## src/rtl/ttl_pkg.sv

```systemverilog
// ttl_pkg: direction constants and terminal-state helper shared by the ttl counter family
package ttl_pkg;
  localparam logic DIR_UP = 1'b1;
  localparam logic DIR_DOWN = 1'b0;
  function automatic int unsigned term_value(input logic up, input int unsigned modulus);
    return (up == DIR_UP) ? modulus - 1 : 32'd0;
  endfunction
endpackage

```

## src/rtl/ttl_counter_term.sv

```systemverilog
// ttl_counter_term: combinational terminal-count detect (q, up, ent -> tco; rco_n strobe when TTL_COUNTER_RCO_EN)
module ttl_counter_term
  import ttl_pkg::*;
#(
  parameter int WIDTH = 4,
  parameter int MODULUS = 16
) (
  input  logic [WIDTH-1:0] q,
  input  logic             up,
  input  logic             ent,
`ifdef TTL_COUNTER_RCO_EN
  input  logic             enp,
  input  logic             ce,
`endif
  output logic             tco,
  output logic             rco_n
);
  localparam logic [WIDTH-1:0] TOP = WIDTH'(term_value(DIR_UP, MODULUS));
  localparam logic [WIDTH-1:0] BOT = WIDTH'(term_value(DIR_DOWN, MODULUS));
  assign tco = ent & (q == (up ? TOP : BOT));
`ifdef TTL_COUNTER_RCO_EN
  assign rco_n = ~(tco & enp & ce);
`else
  assign rco_n = 1'b1;
`endif
endmodule

```

## src/rtl/ttl_counter_mod.sv

```systemverilog
// ttl_counter_mod: parametrised '16x/'19x-style presettable up/down counter, cascadable via ent/tco (rco_n strobe when TTL_COUNTER_RCO_EN)
// ports: clk, reset_n (async low), ce (emulated TTL edge), clr_n, load_n, enp, ent, up, p -> q, tco, rco_n
module ttl_counter_mod
  import ttl_pkg::*;
#(
  parameter int WIDTH = 4,
  parameter int MODULUS = 16,
  parameter int CLR_SYNC = 1
) (
  input  logic             clk,
  input  logic             reset_n,
  input  logic             ce,
  input  logic             clr_n,
  input  logic             load_n,
  input  logic             enp,
  input  logic             ent,
  input  logic             up,
  input  logic [WIDTH-1:0] p,
  output logic [WIDTH-1:0] q,
  output logic             tco,
  output logic             rco_n
);
  localparam logic [WIDTH-1:0] TOP = WIDTH'(term_value(DIR_UP, MODULUS));
  logic [WIDTH-1:0] q_step, q_nxt;
  logic arst_n;
  // '161 style: clr_n joins the asynchronous clear path
  assign arst_n = (CLR_SYNC != 0) ? reset_n : (reset_n & clr_n);
  always_comb begin
    q_step = (up == DIR_UP) ? ((q == TOP) ? '0 : q + 1'b1) : ((q == '0) ? TOP : q - 1'b1);
    q_nxt = !ce ? q : !clr_n ? '0 : !load_n ? p : (enp & ent) ? q_step : q;
  end
  always_ff @(posedge clk or negedge arst_n)
    if (!arst_n) q <= '0;
    else q <= q_nxt;
  ttl_counter_term #(.WIDTH(WIDTH), .MODULUS(MODULUS)) u_term (
    .q(q),
    .up(up),
    .ent(ent),
`ifdef TTL_COUNTER_RCO_EN
    .enp(enp),
    .ce(ce),
`endif
    .tco(tco),
    .rco_n(rco_n)
  );
endmodule

```

## config.mk

```make
export PLATFORM = sky130hd
export DESIGN_NAME = ttl_counter_mod
export DESIGN_NICKNAME = d
export VERILOG_FILES = /design/src/rtl/ttl_pkg.sv /design/src/rtl/ttl_counter_term.sv /design/src/rtl/ttl_counter_mod.sv
export SDC_FILE = /design/constraint.sdc
export NUM_CORES = 1
export LEC_CHECK = 0
export BUFFER_PORTS_ARGS = -buffer_cell sky130_fd_sc_hd__buf_2
export CAP_MARGIN = 0
export CORE_AREA = 2 2 39 41
export DETAILED_ROUTE_END_ITERATION = 10
export DIE_AREA = 0 0 41 43
export PLACE_DENSITY = 0.65
export SYNTH_ARGS = -nofsm -noshare
export SYNTH_HDL_FRONTEND = slang
export SYNTH_SLANG_ARGS = --single-unit
```

## constraint.sdc

```tcl
create_clock -name clk -period 1.33 [get_ports clk]
set_input_delay 0.133 -clock clk [delete_from_list [all_inputs] [get_ports clk]]
set_output_delay 0.133 -clock clk [all_outputs]
set_load 0.03 [all_outputs]
```

==> impl_summary.txt <==
----------------------------------------------------
[CTS]
  Total clock buffers created by CTS ... 3
  CTS tree ... done
  Cell at the root of the clock tree ... sky130_fd_sc_hd__clkbuf_4
  Clock network latency to the later pin of the worst-skew pair ... ~0.24 ns
  Level count of the clock H-tree ... 1
  Reg clk slew, reported paths ... ~0.04 ns
  Number of sinks handled by clock tree synthesis ... 4
  Maximum clock insertion buffer count ... 2

[Synthesis]
  Netlist area before placement ... about 410 um2
  Fraction of the yosys area taken by sequential cells ... between 20 and 25%
  Post-synthesis net count ... 66
  Unique cell type count in the Yosys netlist ... 29
  Post-synthesis average cell area ... 7.84 um2
  Post-Synthesis Cells ... 52
  Count of warnings emitted by yosys ... 0
  Synthesis-stage register bit count ... 4

[Pwr]
  Part of the power in the clock network ... between 20% and 30%
  Switching power total ... roughly 0.00022 W
  Post-layout power ... around 0.00062 W
  P_int ... 0.000405 W
  Fraction of power consumed by combinational cells ... between 50% and 60%
  Worst vdd ir ... approximately 0.48 mV
  Switching share of total power ... between 30% and 40%
  Seq pwr share ... between 20% and 30%
  PwrDens ... 995 mW/mm2
  Leak ... approximately 0.3 nW

[Timing]
  Setup TNS ... -0.944 ns
  Highest clock frequency the design can meet ... roughly 0.57 GHz
  Pins Over Slew Limit ... 0
  Final critical delay including setup and external delays ... ~1.8 ns
  Setup repair after global routing missed its margin ... yes
  Post-route clock period utilization ... 132%
  Final worst clock skew ... about 0.0063 ns
  Fin. Hold Viols ... 0
  Final setup viols ... 4
  Final WS setup ... -0.432 ns

[Layout]
  Fraction of final layout cells with drive strength greater than 1 ... 51.3%
  Max reg flops ... 4
  Top reg by flops ... q
  Area growth syn-to-layout ... 54.0%
  Number of filler cells placed in the layout ... between 100 and 150
  Net count of the finished layout ... between 90 and 100
  Registers with the most flip-flops ... q x4
  Final std cell area, no fill ... around 630 um2
  Inserted Diodes ... 0

[Place]
  Number of port buffers ... 16
  Post-detailed-placement half-perimeter wirelength ... ~840 um
  Weighted congestion reported at the end of routability-driven placement ... 0.778
  Placed Instance Area ... between 500 and 600 um2
  Setup slack after placement ... -0.230 ns

[Global route]
  Initial antenna violation count ... 0
  Pin count of the biggest net entering global routing ... 9
  Aggregate global-route resource usage ... ~15%
  Grt total ovfl ... 0
  Global-route wire length before repair ... about 1800 um
  Via count of the first global-routing pass ... between 400 and 500

[Setup path]
  Worst path max stage delay ... between 0.3 and 0.4 ns
  Setup Crit Path Kind ... flip-flop to output pin
  Crit path required time ... 1.20 ns
  Combined buffer and inverter count along the critical path ... 1
  Most common cell type on the critical path ... sky130_fd_sc_hd__or3_4
  Top Family by Delay on Critical Path ... simple AND/OR/NAND/NOR gates
  Critical path cell sequence ... or3_4 > or3_4 > a21boi_4 > buf_6
  Max Fanout on Critical Path ... 2
  Kind of end point of the critical path ... output pin
  Slowest library cell on the worst path ... sky130_fd_sc_hd__dfrtp_2
  Setup crit start kind ... flip-flop
  Critical path data arrival time ... about 1.6 ns

[Drt]
  Total DRC errors in the routed layout ... 0
  Detailed-route wire length ... between 1000 and 1500 um
  Iteration count of the initial detailed-routing pass ... 2
  Vias per Instance ... just under 5
  Total via count after detailed routing ... 460
  DR WL/cell ... around 12 um
  Antenna violation net count after detailed routing ... 0
  DR iter-0 viols ... 6

[Floorplan]
  I/O Pins ... 18
  Die H ... 43 um
  Width of the die ... between 40 and 50 um
  Number of rows created at floorplan ... 14
  Effective utilization at floorplan ... 29.5%
  Standard cell core area ... 0.00138 mm2
  Die Area ... 0.00176 mm2

[Hold path]
  Hold/Removal Path Class ... primary input to flip-flop

[Status]
  Violated checks ... setup timing
  Outcome ... finished, violations left

[Run]
  # Max-Cap Violations ... 0

----------------------------------------------------
worst register-to-register path: cells and delay by family, from the launching register on:
kind / cells / cell delay, ns
compound gates: 3 / 0.50
flops: 1 / 0.39
simple gates: 1 / 0.38
buf+inv: 2 / 0.24
cells in the mapped netlist:
library cell	instances	area [um2]
sky130_fd_sc_hd__a21oi_1	3	15.0
sky130_fd_sc_hd__o221a_2	1	11.3
sky130_fd_sc_hd__nor2_1	3	11.3
sky130_fd_sc_hd__conb_1	1	3.75
sky130_fd_sc_hd__nor3_1	1	5.00
sky130_fd_sc_hd__a31oi_1	1	6.26
sky130_fd_sc_hd__or3_4	1	11.3
sky130_fd_sc_hd__o21ai_1	1	5.00
sky130_fd_sc_hd__nor2b_1	2	12.5
sky130_fd_sc_hd__o211ai_1	1	7.51
sky130_fd_sc_hd__o21bai_1	1	7.51
sky130_fd_sc_hd__mux2i_1	2	20.0
sky130_fd_sc_hd__buf_2	1	5.00
sky130_fd_sc_hd__o21ai_0	6	30.0
sky130_fd_sc_hd__xor2_1	1	8.76
sky130_fd_sc_hd__dfrtp_1	4	100
sky130_fd_sc_hd__nand3_1	2	10.0
sky130_fd_sc_hd__and3_2	1	7.51
sky130_fd_sc_hd__nor3b_1	1	7.51
sky130_fd_sc_hd__and2_1	1	6.26
sky130_fd_sc_hd__buf_4	2	15.0
sky130_fd_sc_hd__o32ai_1	1	8.76
sky130_fd_sc_hd__a21boi_1	1	7.51
sky130_fd_sc_hd__nand2_1	4	15.0
sky130_fd_sc_hd__inv_1	4	15.0
sky130_fd_sc_hd__a22o_1	1	8.76
sky130_fd_sc_hd__a221oi_2	1	15.0
sky130_fd_sc_hd__ha_1	2	25.0
sky130_fd_sc_hd__or3_1	1	6.26
stage by stage:
| stage | util, % | hold slack, ns | cells |
|---|---|---|---|
| after floorplan | - | -0.163 | 52 |
| final | 45.4 | 0.183 | 94 |
| after CTS | 45.4 | 0.192 | 94 |
| after global placement | 40.7 | -0.0601 | 88 |
| after global routing | 45.4 | 0.200 | 94 |
| after detailed placement | 40.7 | -0.0591 | 88 |
path summary, 6_finish.rpt:
path                               from  slack, ns  endpoint  cells after the start
worst max-delay path               q[1]      -0.43       tco                      4
min in group asynchronous       reset_n       0.24      q[0]                      2
worst min register to register     q[1]       0.66      q[1]                      3
max in group asynchronous       reset_n       0.96      q[1]                      2
worst min-delay path              clr_n       0.18      q[0]                      3
worst max register to register     q[1]      -0.31      q[3]                      6
what timing repair did:
item	in CTS	in global routing
setup endpoints to repair	5	5
pin swaps	3	3
setup buffers	1	0
gates resized for setup	9	1
endpoints found under the hold margin	4	0
hold buffers	1	0
final cells by class:
type | count | area, um2 | area share, %
timing repair buffer | 25 | 164 | 26.1
inverter | 4 | 15.0 | 2.39
clock buffer | 4 | 26.3 | 4.18
multi-input combinational | 41 | 299 | 47.6
tap | 16 | 20.0 | 3.19
sequential | 4 | 104 | 16.5
cell usage in the layout (no fill, tap or decap), types with 3 or more instances in the layout:
| cell | n |
|---|---|
| sky130_fd_sc_hd__o21ai_1 | 6 |
| sky130_fd_sc_hd__clkbuf_4 | 3 |
| sky130_fd_sc_hd__buf_6 | 3 |
| sky130_fd_sc_hd__a21oi_1 | 3 |
| sky130_fd_sc_hd__nor2_1 | 3 |
| sky130_fd_sc_hd__buf_2 | 15 |
| sky130_fd_sc_hd__nand2_1 | 4 |
| sky130_fd_sc_hd__dfrtp_2 | 3 |
| sky130_fd_sc_hd__inv_1 | 3 |
| sky130_fd_sc_hd__buf_4 | 6 |
power groups by stage:
stage                     Clock [W]  Sequential [W]  Combinational (W)
after floorplan                   0        0.000189           0.000141
after global placement            0        0.000147           0.000275
after detailed placement          0        0.000148           0.000280
after CTS                  0.000169        0.000147           0.000313
after global routing       0.000187        0.000149           0.000342
final                      0.000163        0.000147           0.000314
cell families (layout without fill, tap and decap cells):
| family | count (synthesis) | count (layout) | synth area share [%] |
|---|---|---|---|
| compound gates | 18 | 18 | 30.1 |
| simple gates | 17 | 17 | 22.7 |
| buf+inv | 7 | 33 | 8.59 |
| flops | 4 | 4 | 24.5 |
| fa+ha+maj | 2 | 2 | 6.13 |
| mux | 2 | 2 | 4.91 |
| other cells | 1 | 1 | 0.919 |
| xor+xnor | 1 | 1 | 2.15 |
per-layer routing:
metal | up-vias | wire length, um | GRT usage, %
li1 | 238 | - | -
met1 | 208 | 478 | 19.0
met2 | 14 | 563 | 22.5
met3 | 0 | 48 | 4.71
met4 | 0 | 0 | 6.00
met5 | - | 0 | 0
Note: power is estimated with default switching activity, not from simulation.
